==> config.mk <==
export PLATFORM = sky130hd
export DESIGN_NAME = pipeline_hazard_ctrl
export DESIGN_NICKNAME = d
export VERILOG_FILES = /design/src/rtl/pipeline_hazard_ctrl.sv
export SDC_FILE = /design/constraint.sdc
export NUM_CORES = 1
export LEC_CHECK = 0
export ABC_CLOCK_PERIOD_IN_PS = 3100
export BUFFER_PORTS_ARGS = -buffer_cell sky130_fd_sc_hd__buf_2
export CORE_MARGIN = 10
export CORE_UTILIZATION = 44
export DETAILED_ROUTE_END_ITERATION = 12
export PLACE_DENSITY = 0.86
export SLEW_MARGIN = 40
export SYNTH_ARGS = -nofsm -noshare
export SYNTH_HDL_FRONTEND = slang
export SYNTH_SLANG_ARGS = --single-unit
==> constraint.sdc <==
create_clock -name clk -period 3.1 [get_ports clk]
set_input_delay 0.62 -clock clk [delete_from_list [all_inputs] [get_ports clk]]
set_output_delay 0.62 -clock clk [all_outputs]
set_load 0.01 [all_outputs]
==> src/rtl/pipeline_hazard_ctrl.sv <==
// pipeline_hazard_ctrl: stall, flush and forwarding control for a 5-stage pipeline.
// It sequences load-use stalls, EX-resolved redirects and data-memory waits, and
// watches memory waits with a sticky watchdog flag.
// Optional build macro: HAZCTRL_PERF_EN builds the saturating performance counters.
// Without it the counter ports are tied to zero.
module pipeline_hazard_ctrl #(
  parameter int WAIT_W      = 8,
  parameter int MEM_TIMEOUT = 255
) (
  input  logic        clk,
  input  logic        rst,
  input  logic [4:0]  id_rs,
  input  logic [4:0]  id_rt,
  input  logic        id_uses_rt,
  input  logic [4:0]  ex_rs,
  input  logic [4:0]  ex_rt,
  input  logic        idex_memread,
  input  logic [4:0]  idex_waddr,
  input  logic        exmem_wen,
  input  logic        memwb_wen,
  input  logic [4:0]  exmem_waddr,
  input  logic [4:0]  memwb_waddr,
  input  logic        ex_redirect,
  input  logic        dmem_busy,
  output logic        pc_write,
  output logic        ifid_write,
  output logic        idex_write,
  output logic        exmem_write,
  output logic        memwb_write,
  output logic        ifid_flush,
  output logic        idex_flush,
  output logic        pc_redirect,
  output logic [1:0]  fwd_a,
  output logic [1:0]  fwd_b,
  output logic        mem_timeout,
  output logic [15:0] stall_cnt,
  output logic [15:0] flush_cnt,
  output logic [15:0] wait_cnt_total
);

  typedef enum logic {RUN = 1'b0, WAIT = 1'b1} state_t;

  state_t              state_q, state_d;
  logic [WAIT_W-1:0]   wait_cnt_q, wait_cnt_d;
  logic                mem_timeout_q, mem_timeout_d;
  logic                lu;

  // Forwarding selects for both EX operands; EX/MEM wins over MEM/WB.
  logic [4:0] fwd_src [2];
  logic [1:0] fwd_sel [2];
  assign fwd_src[0] = ex_rs;
  assign fwd_src[1] = ex_rt;

  generate
    for (genvar gi = 0; gi < 2; gi++) begin : g_fwd
      // Per-operand forwarding priority mux, forced to the register file in reset.
      always_comb begin
        fwd_sel[gi] = 2'b00;
        if (rst) begin
          if (exmem_wen && exmem_waddr != 5'd0 && exmem_waddr == fwd_src[gi])
            fwd_sel[gi] = 2'b10;
          else if (memwb_wen && memwb_waddr != 5'd0 && memwb_waddr == fwd_src[gi])
            fwd_sel[gi] = 2'b01;
        end
      end
    end
  endgenerate

  assign fwd_a = fwd_sel[0];
  assign fwd_b = fwd_sel[1];

  assign lu = idex_memread && (idex_waddr != 5'd0) &&
              ((idex_waddr == id_rs) || (id_uses_rt && (idex_waddr == id_rt)));

  // Pipeline control decode. A cycle with dmem_busy freezes everything in either
  // state; once busy drops, WAIT decodes exactly like RUN, so the frozen ID/EX
  // stages re-present any redirect or load-use on that same cycle.
  always_comb begin
    pc_write    = 1'b1;
    ifid_write  = 1'b1;
    idex_write  = 1'b1;
    exmem_write = 1'b1;
    memwb_write = 1'b1;
    ifid_flush  = 1'b0;
    idex_flush  = 1'b0;
    pc_redirect = 1'b0;
    if (!rst) begin
      ifid_flush = 1'b1;
      idex_flush = 1'b1;
    end else if (dmem_busy) begin
      pc_write    = 1'b0;
      ifid_write  = 1'b0;
      idex_write  = 1'b0;
      exmem_write = 1'b0;
      memwb_write = 1'b0;
    end else if (ex_redirect) begin
      // The ID instruction is wrong-path, so a coincident load-use is dropped.
      pc_redirect = 1'b1;
      ifid_flush  = 1'b1;
      idex_flush  = 1'b1;
    end else if (lu) begin
      pc_write   = 1'b0;
      ifid_write = 1'b0;
      idex_flush = 1'b1;
    end
  end

  // Next state, wait counter and watchdog. The watchdog compares against the
  // count including the current busy cycle, so it rises right after the
  // MEM_TIMEOUT-th busy cycle.
  always_comb begin
    state_d       = state_q;
    wait_cnt_d    = wait_cnt_q;
    case (state_q)
      RUN: begin
        if (dmem_busy) begin
          state_d    = WAIT;
          wait_cnt_d = WAIT_W'(1);
        end
      end
      default: begin
        if (dmem_busy) begin
          if (wait_cnt_q != {WAIT_W{1'b1}})
            wait_cnt_d = wait_cnt_q + WAIT_W'(1);
        end else begin
          state_d = RUN;
        end
      end
    endcase
    mem_timeout_d = mem_timeout_q ||
                    (dmem_busy && (wait_cnt_d == WAIT_W'(MEM_TIMEOUT)));
  end

  // FSM state, wait counter and sticky watchdog registers.
  always_ff @(posedge clk or negedge rst) begin
    if (!rst) begin
      state_q       <= RUN;
      wait_cnt_q    <= '0;
      mem_timeout_q <= 1'b0;
    end else begin
      state_q       <= state_d;
      wait_cnt_q    <= wait_cnt_d;
      mem_timeout_q <= mem_timeout_d;
    end
  end

  assign mem_timeout = mem_timeout_q;

`ifdef HAZCTRL_PERF_EN
  logic [15:0] stall_cnt_q, flush_cnt_q, wait_total_q;
  logic        lu_stall;

  // A load-use stall is issued only when neither busy nor redirect outrank it.
  assign lu_stall = rst && !dmem_busy && !ex_redirect && lu;

  // Saturating event counters, one increment per edge at most.
  always_ff @(posedge clk or negedge rst) begin
    if (!rst) begin
      stall_cnt_q  <= '0;
      flush_cnt_q  <= '0;
      wait_total_q <= '0;
    end else begin
      if (lu_stall && stall_cnt_q != 16'hFFFF)
        stall_cnt_q <= stall_cnt_q + 16'd1;
      if (pc_redirect && flush_cnt_q != 16'hFFFF)
        flush_cnt_q <= flush_cnt_q + 16'd1;
      if (dmem_busy && wait_total_q != 16'hFFFF)
        wait_total_q <= wait_total_q + 16'd1;
    end
  end

  assign stall_cnt      = stall_cnt_q;
  assign flush_cnt      = flush_cnt_q;
  assign wait_cnt_total = wait_total_q;
`else
  assign stall_cnt      = 16'd0;
  assign flush_cnt      = 16'd0;
  assign wait_cnt_total = 16'd0;
`endif

endmodule

==> run summary <==
====================================================================================
Outcome                                                                 finished, final reports clean
Type of the most critical hold path                                     primary input to async pin
Layout fillers                                                                   303
Number of rows in the core area                                                   20
Core Region                                                                 3078 µm²
Switching part of the total power                                             0.4031
Worst r2r path cells                                                               6
Routed wire per std cell                                                    14.18 µm
Full die area                                                               5927 µm²
Critical path fanouts, max                                                         3
Total DRC errors in the routed layout                                              0
TritonCTS clock tree                                                            done
Starting utilization of the core area                                         0.4642
Capturing element type of the critical path                               output pin
Data required time at the worst endpoint                                     2.48 ns
Residual overflow from global routing                                              0
Power Internal                                                              254.8 µW
Clock group share of total power                                               0.210
Final weighted congestion in routability-driven placement                     0.8793
Ports                                                                            104
Share of post-route cells with drive strength above 1                         0.2813
Post-CTS sizing                                                                    0
CTS Sinks                                                                         10
Clk slew on worst S/H paths                                                  0.06 ns
Synthesized area per cell                                                  8.212 µm²
Post-layout net count                                                            270
Via count of the first global-routing pass                                      1253
Start-to-end type of the worst setup path                               primary input to output pin
Vias after detailed routing                                                     1265
Total wire length                                                            3800 µm
Final setup violation count                                                        0
Depth of the critical timing path with buffers and inverters included              6
Die H                                                                       76.99 µm
Port Buffers                                                                      55
Switching power                                                             172.1 µW
RR Startpoint                                                           wait_cnt_q[0]$_DFF_PN0_
Length of the first detailed-routing pass in iterations                            4
Root buf cell                                                           sky130_fd_sc_hd__clkbuf_4
Max Clk Rate                                                               389.5 MHz
Most common flop cell mapped by yosys                                   sky130_fd_sc_hd__dfrtp_1
Number of DRC violations after detailed-routing iteration 0                       70
RSZ-0062 raised after global routing                                              no
Number of buffers inserted by hold repair at cts                                   0
Final Hold Slack                                                           0.3112 ns
Antenna violation net count after detailed routing                                 0
Crit start category                                                     primary input
Worst supply voltage drop on vdd                                           0.1046 mV
Max-Cap Viols                                                                      0
Slowest stage cell, crit path                                           sky130_fd_sc_hd__or4_1
Clk_skew                                                                0.0009316 ns
Fin. max-slew vios                                                                 0
Worst skew pair latency                                                      0.27 ns
Power after layout                                                          426.9 µW
Chip width                                                                  76.99 µm
First-pass GRT wire length                                                   5996 µm
Post-CTS Repair Setup Buffers                                                      0
Initial antenna violation count                                                    0
Global routing usage summed across all routing layers                         0.1208
Synthesized instance count                                                       174
Seq cells post-synth                                                              10
Buffer levels on the longest clock path                                            2
Static leakage                                                          0.0007954 µW
Crit path cell chain                                                    buf_2 > or4_1 > o21ai_1 > nor4_1 > nor4_1 > buf_2
Largest net degree at the start of global routing                                 19
Diode insertion count for antenna repair                                           0
Setup total negative slack                                                      0 ns
Family of cells with the greatest summed delay on the critical path     simple AND/OR/NAND/NOR gates
Async set-or-reset flop fraction in the synthesized netlist                    1.000
Sum of net half-perimeters after detailed placement                          3353 µm
Ratio of total power to cell area                                       273.6 nW/µm²
TritonCTS Buffers                                                                  3
Final period demand of the worst path                                       2.568 ns
Post-synth cell types                                                             42
Minimum setup slack among reg-to-reg paths                                   1.13 ns
Part of the cycle the worst path needs                                        0.8283
Longest individual stage delay on the worst path                             0.51 ns
Area growth syn-to-layout                                                     9.195%
Core Util, Final                                                              0.5069
Sequential power share                                                         0.393
Number of flops mapped to enable cells by yosys                                    0
Part of the total power dissipated in combinational logic                      0.397
Final Hold Viols                                                                   0
Portion of the post-synthesis area used by sequential elements                0.1751
Capture point of the worst reg-to-reg path                              mem_timeout$_DFF_PN0_
Cell area after technology mapping                                          1429 µm²
Final Instance Area                                                         1560 µm²
H-tree depth reported by CTS                                                       1
Cell area reported after detailed placement                                 1538 µm²
Register cell area after layout                                            250.2 µm²
Ratio of routed vias to standard cells                                         4.720
Combined area of the multi-input logic cells                               927.1 µm²
Worst EP arrival                                                             1.95 ns
CP Buf/Inv Count                                                                   2
Yosys warning count                                                                0
====================================================================================
-- synthesized netlist by cell type, drive strengths merged (2+ instances only) --
| cell type | count | area (µm²) |
|---|---|---|
| o211ai | 2 | 15.01 |
| nor3 | 4 | 25.02 |
| buf | 54 | 397.9 |
| and2 | 2 | 12.51 |
| nor4 | 5 | 31.28 |
| nand3 | 9 | 45.04 |
| clkbuf | 2 | 7.510 |
| and3 | 3 | 18.77 |
| xnor2 | 12 | 105.1 |
| xor2 | 18 | 157.7 |
| a21oi | 6 | 30.03 |
| or4 | 4 | 30.03 |
| dfrtp | 10 | 250.2 |
| nor2 | 4 | 15.01 |
| inv | 6 | 22.52 |
| nand2 | 4 | 15.01 |
| o21ai | 6 | 30.03 |
| o2bb2ai | 2 | 17.52 |
-- flip-flops by register name, indices dropped and copies added (netlist names) --
register	count
state_q	1
wait_cnt_q	8
mem_timeout	1
-- stage by stage --
stage          instances  setup WS, ns
6_report             268        0.5323
5_1_grt              268        0.4193
4_1_cts              268        0.5304
3_5_place_dp         265        0.5293
3_3_place_gp         265        0.5539
2_1_floorplan        221        0.6669
-- layout make-up --
class	count	share of cell area
multi-input combinational	149	0.5942
timing repair buffer	56	0.1812
sequential	10	0.1604
tap	44	0.03528
clock buffer	3	0.01443
inverter	6	0.01443
-- worst max-delay path by stage --
stage	from	to	slack, ns
after floorplan	exmem_waddr[1]	fwd_b[0]	0.67
after global placement	exmem_waddr[1]	fwd_b[0]	0.55
after detailed placement	exmem_waddr[1]	fwd_b[0]	0.53
after CTS	exmem_waddr[1]	fwd_b[0]	0.53
after global routing	exmem_waddr[1]	fwd_b[0]	0.42
final	exmem_waddr[1]	fwd_b[0]	0.53
-- placed cells by master (no fill, tap or decap), drive strengths merged, types with 2 or more instances in the layout --
master / Yosys / layout
buf: 54 / 56
conb: 1 / 48
xor2: 18 / 18
xnor2: 12 / 12
dfrtp: 10 / 10
nand3: 9 / 9
inv: 6 / 6
a21oi: 6 / 6
o21ai: 6 / 6
nor4: 5 / 5
nand2: 4 / 4
nor2: 4 / 4
or4: 4 / 4
nor3: 4 / 4
and3: 3 / 3
clkbuf: 2 / 3
o2bb2ai: 2 / 2
o211ai: 2 / 2
and2: 2 / 2
-- cells by family (layout without fill, tap and decap cells) --
logic type	Yosys count	after routing	share of synthesized area
buf+inv	62	65	0.2995
compound gates	31	31	0.1629
simple gates	39	39	0.1672
other cells	1	48	0.002624
xor+xnor	30	30	0.1839
flops	10	10	0.1751
fa+ha+maj	1	1	0.008755
-- routing by layer --
layer / wire length [µm] / up-vias / global-route usage
met1: 1384 / 568 / 0.1292
met4: 80 / 0 / 0.04197
met5: 0 / - / 0
met3: 460 / 8 / 0.05944
li1: - / 616 / -
met2: 1873 / 73 / 0.2024
-- power groups by stage --
stage	clock, µW	combinational, µW	sequential, µW
6_report	89.7	169	168
5_1_grt	97.9	188	172
4_1_cts	94.6	167	167
3_5_place_dp	0	166	169
3_3_place_gp	0	162	169
2_1_floorplan	0	174	150
No activity file was read; power rests on OpenSTA's default activity.
